<file path="config.mk">
export PLATFORM = sky130hd
export DESIGN_NAME = adder_arbiter
export DESIGN_NICKNAME = d
export VERILOG_FILES = /design/src/rtl/adder_arbiter_pkg.sv /design/src/rtl/adder_arbiter_cla.sv /design/src/rtl/adder_arbiter.sv
export SDC_FILE = /design/constraint.sdc
export NUM_CORES = 1
export LEC_CHECK = 0
export CORE_ASPECT_RATIO = 1.25
export CORE_MARGIN = 3
export CORE_UTILIZATION = 46
export DETAILED_ROUTE_END_ITERATION = 10
export PLACE_DENSITY = 0.81
export SLEW_MARGIN = 20
export SYNTH_ARGS = -nofsm -noshare
export SYNTH_HDL_FRONTEND = slang
export SYNTH_HIERARCHICAL = 1
export SYNTH_SLANG_ARGS = --single-unit
</file>
<file path="constraint.sdc">
create_clock -name clk -period 5.45 [get_ports clk]
set_input_delay 1.635 -clock clk [delete_from_list [all_inputs] [get_ports clk]]
set_output_delay 1.635 -clock clk [all_outputs]
set_load 0.05 [all_outputs]
</file>
<file path="src/rtl/adder_arbiter_pkg.sv">
// Shared definitions for the two-port arbitrated adder: datapath width,
// port count, operation encoding and the registered result record.
package adder_arbiter_pkg;

  localparam int unsigned DATA_W    = 32;
  localparam int unsigned NUM_PORTS = 2;
  localparam int unsigned CNT_W     = 16;

  // Operation select as presented on reqN_sub.
  typedef enum logic {
    OP_ADD = 1'b0,
    OP_SUB = 1'b1
  } op_e;

  // Identity of a requester; also the encoding of the last-grant pointer.
  typedef enum logic {
    PORT0 = 1'b0,
    PORT1 = 1'b1
  } port_e;

  // One held result.
  typedef struct packed {
    logic [DATA_W-1:0] sum;
    logic              cout;
    logic              ovf;
  } result_t;

  // Operand B as seen by the adder: inverted for subtract (A + ~B + 1).
  function automatic logic [DATA_W-1:0] effective_b(
    input logic [DATA_W-1:0] b,
    input op_e               op
  );
    return (op == OP_SUB) ? ~b : b;
  endfunction

endpackage

</file>
<file path="src/rtl/adder_arbiter_cla.sv">
// 32-bit carry-lookahead adder: eight 4-bit lookahead groups whose group
// generate/propagate terms feed the inter-group carry chain. Reports the
// carry out of bit 31 and two's-complement overflow of the operands given.
module cla_adder_32bit
  import adder_arbiter_pkg::*;
(
  input  logic [DATA_W-1:0] a,
  input  logic [DATA_W-1:0] b,
  input  logic              cin,
  output logic [DATA_W-1:0] sum,
  output logic              cout,
  output logic              ovf
);

  localparam int unsigned GROUPS = DATA_W / 4;

  logic [DATA_W-1:0] g;
  logic [DATA_W-1:0] p;
  logic [GROUPS-1:0] gg;
  logic [GROUPS-1:0] gp;
  logic [DATA_W:0]   c;

  assign g = a & b;
  assign p = a ^ b;

  // Per-group generate/propagate, independent of any incoming carry.
  for (genvar k = 0; k < GROUPS; k++) begin : g_grp
    localparam int unsigned B = 4 * k;
    assign gg[k] = g[B+3]
                 | (p[B+3] & g[B+2])
                 | (p[B+3] & p[B+2] & g[B+1])
                 | (p[B+3] & p[B+2] & p[B+1] & g[B]);
    assign gp[k] = &p[B+3:B];
  end

  // Carries: group boundaries from gg/gp, in-group carries fully expanded.
  always_comb begin
    c    = '0;
    c[0] = cin;
    for (int unsigned k = 0; k < GROUPS; k++) begin
      c[4*k+1] = g[4*k]
               | (p[4*k] & c[4*k]);
      c[4*k+2] = g[4*k+1]
               | (p[4*k+1] & g[4*k])
               | (p[4*k+1] & p[4*k] & c[4*k]);
      c[4*k+3] = g[4*k+2]
               | (p[4*k+2] & g[4*k+1])
               | (p[4*k+2] & p[4*k+1] & g[4*k])
               | (p[4*k+2] & p[4*k+1] & p[4*k] & c[4*k]);
      c[4*k+4] = gg[k] | (gp[k] & c[4*k]);
    end
  end

  assign sum  = p ^ c[DATA_W-1:0];
  assign cout = c[DATA_W];
  assign ovf  = c[DATA_W] ^ c[DATA_W-1];

endmodule

</file>
<file path="src/rtl/adder_arbiter.sv">
// Two requesters share one 32-bit add/subtract unit. Each cycle at most one
// eligible requester is granted (round-robin or fixed priority), its result
// lands in that port's response register one cycle later, and every accepted
// operation bumps a wrapping 16-bit counter.
module adder_arbiter
  import adder_arbiter_pkg::*;
#(
  parameter int unsigned FAIR_RR = 1
) (
  input  logic              clk,
  input  logic              rst_n,

  input  logic              req0_valid,
  output logic              req0_ready,
  input  logic [DATA_W-1:0] req0_a,
  input  logic [DATA_W-1:0] req0_b,
  input  logic              req0_sub,

  input  logic              req1_valid,
  output logic              req1_ready,
  input  logic [DATA_W-1:0] req1_a,
  input  logic [DATA_W-1:0] req1_b,
  input  logic              req1_sub,

  output logic              rsp0_valid,
  input  logic              rsp0_ready,
  output logic [DATA_W-1:0] rsp0_sum,
  output logic              rsp0_cout,
  output logic              rsp0_ovf,

  output logic              rsp1_valid,
  input  logic              rsp1_ready,
  output logic [DATA_W-1:0] rsp1_sum,
  output logic              rsp1_cout,
  output logic              rsp1_ovf,

  output logic [CNT_W-1:0]  ops_done
);

  logic              elig0;
  logic              elig1;
  logic              gnt0;
  logic              gnt1;
  logic              accept;
  port_e             last_grant;

  op_e               op_sel;
  logic [DATA_W-1:0] op_a;
  logic [DATA_W-1:0] op_b;
  logic              op_cin;
  result_t           add_res;
  result_t           res0;
  result_t           res1;

  // A port may go when it has work and its response slot is free or draining.
  assign elig0 = req0_valid & (~rsp0_valid | rsp0_ready);
  assign elig1 = req1_valid & (~rsp1_valid | rsp1_ready);

  // Grant selection; nothing is granted while reset is held.
  always_comb begin
    gnt0 = 1'b0;
    gnt1 = 1'b0;
    if (rst_n) begin
      if (elig0 && elig1) begin
        if ((FAIR_RR != 0) && (last_grant == PORT0)) begin
          gnt1 = 1'b1;
        end else begin
          gnt0 = 1'b1;
        end
      end else begin
        gnt0 = elig0;
        gnt1 = elig1;
      end
    end
  end

  assign req0_ready = gnt0;
  assign req1_ready = gnt1;
  assign accept     = gnt0 | gnt1;

  // Steer the granted port's operands into the shared adder.
  always_comb begin
    if (gnt1) begin
      op_a   = req1_a;
      op_sel = op_e'(req1_sub);
      op_b   = effective_b(req1_b, op_e'(req1_sub));
    end else begin
      op_a   = req0_a;
      op_sel = op_e'(req0_sub);
      op_b   = effective_b(req0_b, op_e'(req0_sub));
    end
    op_cin = (op_sel == OP_SUB);
  end

  cla_adder_32bit u_adder (
    .a    (op_a),
    .b    (op_b),
    .cin  (op_cin),
    .sum  (add_res.sum),
    .cout (add_res.cout),
    .ovf  (add_res.ovf)
  );

  // Port 0 response register: load on grant, otherwise clear on drain.
  always_ff @(posedge clk or negedge rst_n) begin
    if (!rst_n) begin
      rsp0_valid <= 1'b0;
      res0       <= '0;
    end else if (gnt0) begin
      rsp0_valid <= 1'b1;
      res0       <= add_res;
    end else if (rsp0_ready) begin
      rsp0_valid <= 1'b0;
    end
  end

  // Port 1 response register: load on grant, otherwise clear on drain.
  always_ff @(posedge clk or negedge rst_n) begin
    if (!rst_n) begin
      rsp1_valid <= 1'b0;
      res1       <= '0;
    end else if (gnt1) begin
      rsp1_valid <= 1'b1;
      res1       <= add_res;
    end else if (rsp1_ready) begin
      rsp1_valid <= 1'b0;
    end
  end

  // Last-grant pointer and accept counter move only on a grant; the pointer
  // resets to port 1 so port 0 takes the first contest.
  always_ff @(posedge clk or negedge rst_n) begin
    if (!rst_n) begin
      last_grant <= PORT1;
      ops_done   <= '0;
    end else if (accept) begin
      last_grant <= gnt1 ? PORT1 : PORT0;
      ops_done   <= ops_done + 1'b1;
    end
  end

  assign rsp0_sum  = res0.sum;
  assign rsp0_cout = res0.cout;
  assign rsp0_ovf  = res0.ovf;
  assign rsp1_sum  = res1.sum;
  assign rsp1_cout = res1.cout;
  assign rsp1_ovf  = res1.ovf;

endmodule
</file>
# Word level (Yosys, flattened, before mapping)
# Cells that the tools add are included.
# classes
addsub	1
n_mux	16
bitwise	213
reduce_logical	11
# ops
operator	n
$mux 32	4
$and 1x1->1	122
$or 1x1->1	83
$not 32->32	2
$xor 32x32->32	2
$and 32x32->32	1
$reduce_and 4->1	8
$add 16x1->16 const B	1
$mux 1	12
$reduce_bool 2->1	2
$not 1->1	2
$logic_and 1x1->1	1
$xor 1x1->1	1
# word_totals
ff_bits	87
input_bits	136
out_inout_bits	88
elab_cells	251

# Depth between registers and ports, before layout
# Gate-level depths: netlist (run 1).
# depth
depth_word	28
mapped_depth	18
depth_no_buf	16

# Hierarchy
# Netlist (run 1), hierarchy kept.
# by_module_without_submodules
mod	instances	cells_each	area_per_inst_um2	seq_area_each_um2
adder_arbiter	1	400	4872.2	2178.3
cla_adder_32bit	1	193	1557.7	0.0

# Least setup slack after synthesis (run 1)
# OpenSTA, ideal clock, no wires.
# synth_path
kind	input to register
start	input port rsp1_ready
end	register res1 (netlist bit rsp1_sum[29])
setup_ns	0.125
arrival_ns	5.109
t_required_ns	5.325
path_slack_ns	0.217
cell_stages	16
n_path_buf	2
path_cell_list	nand2b_2 -> o2111ai_2 -> buf_4 -> buf_6 -> mux2_2 -> ha_1 -> nand4_1 -> inv_1 -> a221oi_2 -> o21ai_1 -> o21a_4 -> o21ai_4 -> or2b_1 -> fa_1 -> xor2_1 -> mux2_2
# synth_rtl
item	line_no	source
start: declaration	adder_arbiter.sv:32	input logic rsp1_ready,
end signal: assignment	adder_arbiter.sv:124	res1 <= add_res;
end: declaration	adder_arbiter.sv:53	result_t res1;

==> impl_metrics.yaml, run 1 <==
synth:
  syn_area_um2: 6430
  synthTopCellsByArea: "dfrtp_1 33%, mux2_2 13%, xor2_1 7.4%"
  synth_warnings: 6
  yosysTopAreaCellShare_pct: 33.5
  synth_compound_area_share_pct: 10.2
  synthArstFlopShare_pct: 100
  synth_top_family_by_area: "multiplexers"
  yosys.area_share.simple_pct: 10.8
  syn_inst: 593
  ys_seq_elements: 87
  ys_types: 60
  ys_seq_area_share_pct: 33.9
  synth_area_per_cell_um2: 10.8
  synth_fa_ha_area_share_pct: 8.91
  synth_xor_area_share_pct: 13.2
  synth_fp_nets: 770
  synthMuxAreaShare_pct: 19.5
  synth_edf_count: 0
  synth_top_area_cell: "dfrtp_1"
  synth_ff_type: "dfrtp_1"
clock_tree:
  h-tree-depth: 3
  cts_tree: "done"
  cts-root-buf: "clkbuf_16"
  clkLatencyLatePin_ns: 0.35
  clk_pin_slew_ns: 0.07
  cts_hold_repair.buffers: 0
  clock-sinks: 87
  cts_buffers: 9
  cts_buffer_depth: 2
worst_setup_path:
  crit_type: "in -> reg"
  rr_endpoint: "rsp1_sum[29]$_DFFE_PN0P_"
  crit_chain: "clkdlybuf4s50_1 > nand2_2 > o2111ai_4 > buf_12 > buf_12 > buf_12 > mux2_2 > ha_4 > a21o_1 > a21oi_2 > o21ai_2 > o21a_4 > o21ai_4 > or2b_1 > fa_2 > xor2_1 > mux2_2"
  cpPeakStageDelay_ns: 0.49
  reg2regPathDepth: 16
  worst-r2r-setup-slack_ns: 1.32
  slowest_stage: "clkdlybuf4s50_1"
  crit_arrival_ns: 5.58
  start_kind: "primary input"
  r2r_start: "last_grant$_DFFE_PN1P_"
  cpMostUsedCell: "buf_12"
  required_ns: 5.68
  cp-end-kind: "flop"
  crit_fanout: 15
flow_run:
  drv_cap: 0
global_route:
  use_met3_pct: 3.37
  grt.met1_usage_pct: 28.0
  grt_pass1_wl_mm: 30.7
  grt_pass1_vias: 6113
  antenna_found_initial: 0
  grtUsageMet2_pct: 45.8
  top_usage_layer: "met2"
  overflow: 0
  grtUsageTotal_pct: 24.4
  grt_max_degree: 85
hold_path:
  hold_start: "ops_done[15]$_DFFE_PN0P_"
  min_to: "ops_done[15]$_DFFE_PN0P_"
  hold_depth: 1
  hold_class: "reg -> reg"
sta:
  setup-violations-final: 0
  drv_slew: 0
  fmaxAchievable_mhz: 187
  layout_setup_ws_ns: 0.0988
  fin_crit_sh_pct: 98.2
  fin_skew_ns: 0.00712
  worst_slew_pin_slew_ns: 0.851
  whs_ns: 0.482
  hold_violations: 0
  slew_headroom_pct: 43.3
  period_needed_ns: 5.35
die:
  start_util_pct: 47.7
  ios: 224
  die_width_um: 112
  floorplan.rows: 47
  die_h_um: 138
  core_um2: 13500
  dieArea_um2: 15400
detailed_routing:
  dr_total_vias: 5742
  drtPass1Iterations: 5
  drt_iter0_drc: 221
  ant_nets: 0
  drt_wl_total_mm: 20.3
  wire_per_inst_um: 19.1
  drc_errors: 0
  avgViaCountPerCell: 5.39
final_layout:
  fill_cells: 875
  n_antenna_cell: 0
  post-route-cell-area_um2: 10000
  fin_nets: 1066
  area_delta_synth_final_pct: 55.9
  drive_above_1_share_pct: 29.6
power:
  cellLeakagePower_nw: 4.32
  powerDensity_nw_per_um2: 480
  p_total_mw: 4.81
  irDropWorstVdd_mv: 0.431
place:
  place_area_um2: 9310
  dp_hpwl_mm: 14.6
  pre_cts_ws_ns: -0.313
  gp_congestion: 0.905
  port_buffers: 223
outcome:
  status: "finished clean"
==> sequential cells by signal, summed over array words and instances, names as in the netlist <==
name,count
rsp0_sum,32
rsp0_cout,1
rsp1_valid,1
rsp1_cout,1
rsp0_valid,1
ops_done,16
last_grant,1
rsp1_sum,32
rsp1_ovf,1
rsp0_ovf,1
==> layout make-up <==
cell class                 count  area [um^2]  share of cell area [%]
clock buffer                   9          225                    2.25
clock inverter                 7         81.3                   0.811
inverter                      11         41.3                   0.412
multi-input combinational    467         4270                    42.6
sequential                    87         2180                    21.7
tap                          171          214                    2.13
timing repair buffer         313         3020                    30.1
==> critical path: cells and delay by family <==
family,cells,cell delay (ns)
xor+xnor,1,0.18
mux,2,0.65
compound gates,6,1.24
fa+ha+maj,2,0.59
buf+inv,4,0.97
simple gates,2,0.33
==> stage by stage <==
step                cells  util (%)  setup TNS, ns
floorplan             593         -              0
global placement     1036      69.2          -1.16
detailed placement   1036      69.2          -1.60
CTS                  1052      71.4              0
global route         1065      74.4        -0.0809
finish               1065      74.4              0
==> routing by layer <==
metal	part of all wire, %	vias up
li1	-	2685
met1	38	2762
met2	54	259
met3	5.3	36
met4	2.4	0
met5	0	-
==> power by group <==
group	total [mW]	internal [mW]	switching [mW]
clock	0.644	0.361	0.283
combinational	3.01	1.25	1.76
sequential	1.16	0.940	0.218
==> placed cells by master, fill, tap and decap left out, types with 5 or more instances in the layout <==
cell	n
o21ai_2	7
nand3_1	14
a21oi_2	5
buf_12	5
o21ai_1	9
nand2_1	50
inv_1	11
mux2_4	29
fa_1	7
xor2_1	54
o21ai_0	27
nor3_1	11
ha_1	18
nand2b_1	9
nor3b_1	5
ha_4	13
a21oi_1	13
nor2_1	13
a21o_1	7
dfrtp_1	86
o21a_1	5
buf_4	82
clkdlybuf4s50_1	218
clkbuf_16	12
xnor2_1	43
mux2_2	73
==> cells in the mapped netlist (3+ instances only) <==
| master | instances |
|---|---|
| nor2_1 | 14 |
| xnor2_1 | 43 |
| nor3_1 | 11 |
| a21o_1 | 7 |
| buf_6 | 3 |
| inv_1 | 11 |
| dfrtp_1 | 86 |
| nor3b_1 | 5 |
| o21ai_0 | 39 |
| nand2b_1 | 9 |
| o21a_1 | 5 |
| o211ai_1 | 3 |
| xor2_1 | 54 |
| o21ai_1 | 3 |
| mux2_4 | 28 |
| nor4_1 | 4 |
| fa_1 | 8 |
| clkbuf_1 | 6 |
| nand4_1 | 3 |
| nor4b_1 | 3 |
| buf_2 | 15 |
| mux2_2 | 74 |
| nand3_1 | 15 |
| nand2_1 | 51 |
| a21oi_1 | 18 |
| ha_1 | 33 |
| buf_8 | 3 |
==> worst max-delay path by stage <==
stage,to,startpoint,cells after the start
after floorplan,rsp1_sum[29]$_DFFE_PN0P_,rsp1_ready,16
after global routing,rsp0_sum[28]$_DFFE_PN0P_,req0_valid,17
after detailed placement,rsp1_sum[29]$_DFFE_PN0P_,rsp0_ready,18
after global placement,rsp1_sum[29]$_DFFE_PN0P_,rsp0_ready,17
after CTS,rsp1_sum[29]$_DFFE_PN0P_,rsp0_ready,18
final,rsp1_sum[29]$_DFFE_PN0P_,req0_valid,17
==> repair_timing <==
item	4_1_cts	5_1_grt
resized for setup	0	48
setup buffers	0	9
endpoints found under the setup margin	0	6
==> cell families (layout without fill, tap and decap cells) <==
logic type,after synthesis,count (layout)
compound gates,94,94
xor+xnor,97,97
fa+ha+maj,41,41
buf+inv,39,340
flops,87,87
mux,102,102
simple gates,133,133
No activity file was read; power rests on OpenSTA's default activity.
==> run 2, diff against run 1 <==
CORE_UTILIZATION = 45   (was 46)
SYNTH_HIERARCHICAL = default   (was 1)
==> run 2 against run 1 <==
Effect of this change:
- via count increased by 3.3%
- cell count is 9.4% higher
- sequential power down 9%
- hold slack worse by 0.0039 ns
- maximum frequency grew 0.96%
==> impl_metrics.yaml, run 2 <==
worst_setup_path:
  crit_arrival_ns: 5.55
  required_ns: 5.70
  critical_path.top_delay_family: "compound AO/OA/AOI/OAI gates"
  slowest_stage: "clkdlybuf4s50_1"
  cp-end-kind: "flop"
  start_kind: "primary input"
  path_buf_inv: 4
  crit_type: "in -> reg"
  worst-r2r-setup-slack_ns: 1.48
  cpPeakStageDelay_ns: 0.48
  crit_chain: "clkdlybuf4s50_1 > nand2_1 > a311o_2 > buf_6 > buf_4 > o21ai_0 > ha_1 > and2_1 > and3_4 > a221o_1 > a211o_1 > a31oi_2 > buf_4 > o21ba_2 > fa_2 > o21ai_0"
  crit_fanout: 14
synth:
  syn_area_um2: 6000
  synth_area_per_cell_um2: 8.38
  synth_fp_nets: 893
  ys_types: 51
  synth_warnings: 0
  synthTopCellsByArea: "dfrtp_1 36%, nand2_1 12%, o21ai_0 7.9%"
  yosysTopAreaCellShare_pct: 35.9
  synth_top_area_cell: "dfrtp_1"
  synth_edf_count: 0
  ys_seq_elements: 87
  synthArstFlopShare_pct: 100
  synth_most_common_cell: "nand2_1"
  synth_common_cells: "193 x nand2_1, 95 x o21ai_0, 86 x dfrtp_1"
  ys_seq_area_share_pct: 36.3
  synth_ff_type: "dfrtp_1"
  syn_inst: 716
final_layout:
  post-route-cell-area_um2: 9350
  multi_input_area_um2: 3680
  fill_cells: 1017
  final_cell_mix: "218 x clkdlybuf4s50_1, 193 x nand2_1, 89 x o21ai_0"
  final_common_cell: "clkdlybuf4s50_1"
  drive_above_1_share_pct: 12.2
  n_antenna_cell: 0
  area_delta_synth_final_pct: 55.8
  area.sequential_um2: 2180
  final_cells: 1165
  fin_nets: 1169
flow_run:
  drv_cap: 0
power:
  irDropWorstVdd_mv: 0.321
  p_total_mw: 4.16
  powerDensity_nw_per_um2: 446
  cellLeakagePower_nw: 4.33
sta:
  whs_ns: 0.478
  fmaxAchievable_mhz: 189
  period_needed_ns: 5.30
  fin_crit_sh_pct: 97.2
  worst_slew_pin_slew_ns: 0.734
  setup-violations-final: 0
  slew_headroom_pct: 51.1
  fin_skew_ns: 0.00747
  hold_violations: 0
  drv_slew: 0
detailed_routing:
  ant_nets: 0
  drt_iter0_drc: 337
  drtPass1Iterations: 8
  wire_per_inst_um: 16.1
  dr_total_vias: 5931
  drc_errors: 0
  avgViaCountPerCell: 5.09
  drt_wl_total_mm: 18.8
global_route:
  antenna_found_initial: 0
  grt_pass1_wl_mm: 29.8
  grt_pass1_vias: 6063
  grt_max_degree: 64
  overflow: 0
  grtUsageTotal_pct: 25.8
outcome:
  status: "finished clean"
clock_tree:
  cts_buffer_depth: 2
  clk_pin_slew_ns: 0.07
  clock-sinks: 87
  h-tree-depth: 3
  cts_buffers: 9
  cts-root-buf: "clkbuf_16"
  cts_tree: "done"
  clkLatencyLatePin_ns: 0.34
die:
  die_width_um: 109
  core_um2: 12900
  die_h_um: 135
  ios: 224
  start_util_pct: 46.5
  dieArea_um2: 14800
  floorplan.rows: 46
hold_path:
  hold_class: "reg -> reg"
place:
  port_buffers: 223
  gp_congestion: 0.913
  placed_cells: 1149
  place_area_um2: 8980
  dp_hpwl_mm: 14.9
[run 2: cell count changes after synthesis, sizes merged, moves of 8 or more]
cell and delta:
nand2 +141, xnor2 +11, buf -15, inv +11
o21ai +56, clkbuf +22, mux2 -98, nor3 -8
mux2i +9
[run 2: worst min-delay path, delay by kind of cell, from the launching register on]
family	cells	cell delay, ns
AOI/OAI and AO/OA	1	0.05
DFF	1	0.34
and+or+nand+nor	1	0.05
[run 2: final timing paths]
check                           cells past startpoint                       end               startpoint
worst min register to register                      2   rsp0_sum[7]$_DFFE_PN0P_  rsp0_sum[7]$_DFFE_PN0P_
worst min-delay path                                2   rsp0_sum[7]$_DFFE_PN0P_  rsp0_sum[7]$_DFFE_PN0P_
worst max register to register                     15  rsp0_sum[28]$_DFFE_PN0P_   rsp1_valid$_DFFE_PN0P_
max in group asynchronous                           3   ops_done[7]$_DFFE_PN0P_                    rst_n
min in group asynchronous                           2  ops_done[10]$_DFFE_PN0P_                    rst_n
worst max-delay path                               16  rsp0_sum[28]$_DFFE_PN0P_               req1_valid
[run 2: logic make-up after synthesis]
logic type                 count (synthesis)  share of synthesized area [%]
xor gates and xnor gates                 101                           14.7
muxes                                     13                           2.25
buffers and inverters                     58                           3.71
and+or+nand+nor                          258                           18.0
AOI/OAI and AO/OA                        158                           15.4
DFF                                       87                           36.3
adders and majority gates                 41                           9.55
[run 2: through the flow]
step | util [%] | setup TNS (ns) | setup slack [ns]
2_1_floorplan | - | 0 | 0.0823
3_3_place_gp | 69.6 | -1.81 | -0.270
3_5_place_dp | 69.6 | -4.28 | -0.344
4_1_cts | 71.8 | 0 | 0.00766
5_1_grt | 72.5 | -0.0141 | -0.00781
6_report | 72.5 | 0 | 0.150
[run 2: power breakdown]
part	switching [mW]	internal (mW)	leakage, nW	total (mW)
Sequential	0.155	0.893	1.08	1.05
Clock	0.253	0.354	0.137	0.607
Combinational	1.57	0.944	3.11	2.51
Total	1.97	2.19	4.33	4.16
[run 2: what timing repair did]
action                                 in CTS  in global routing
hold buffers                                0                  0
setup buffers                               0                  0
gates resized for setup                     0                 24
setup endpoints to repair                   0                 20
endpoints found under the hold margin       0                  0
[run 2: final cells by class]
type | instances | area share (%)
Clock inverter | 4 | 0.509
Inverter | 23 | 0.937
Tap cell | 168 | 2.25
Clock buffer | 12 | 2.53
Timing Repair Buffer | 300 | 31.1
Multi-Input combinational cell | 571 | 39.4
Sequential cell | 87 | 23.3
[run 2: layer usage]
metal / vias up / share of wire, % / routed length (um) / track usage, %
met3: 33 / 5.9 / 1110 / 3.49
met2: 196 / 51 / 9530 / 44.8
met5: - / 0 / 0 / 0
met4: 0 / 3.2 / 605 / 11.0
met1: 2760 / 40 / 7520 / 31.6
li1: 2942 / - / - / -
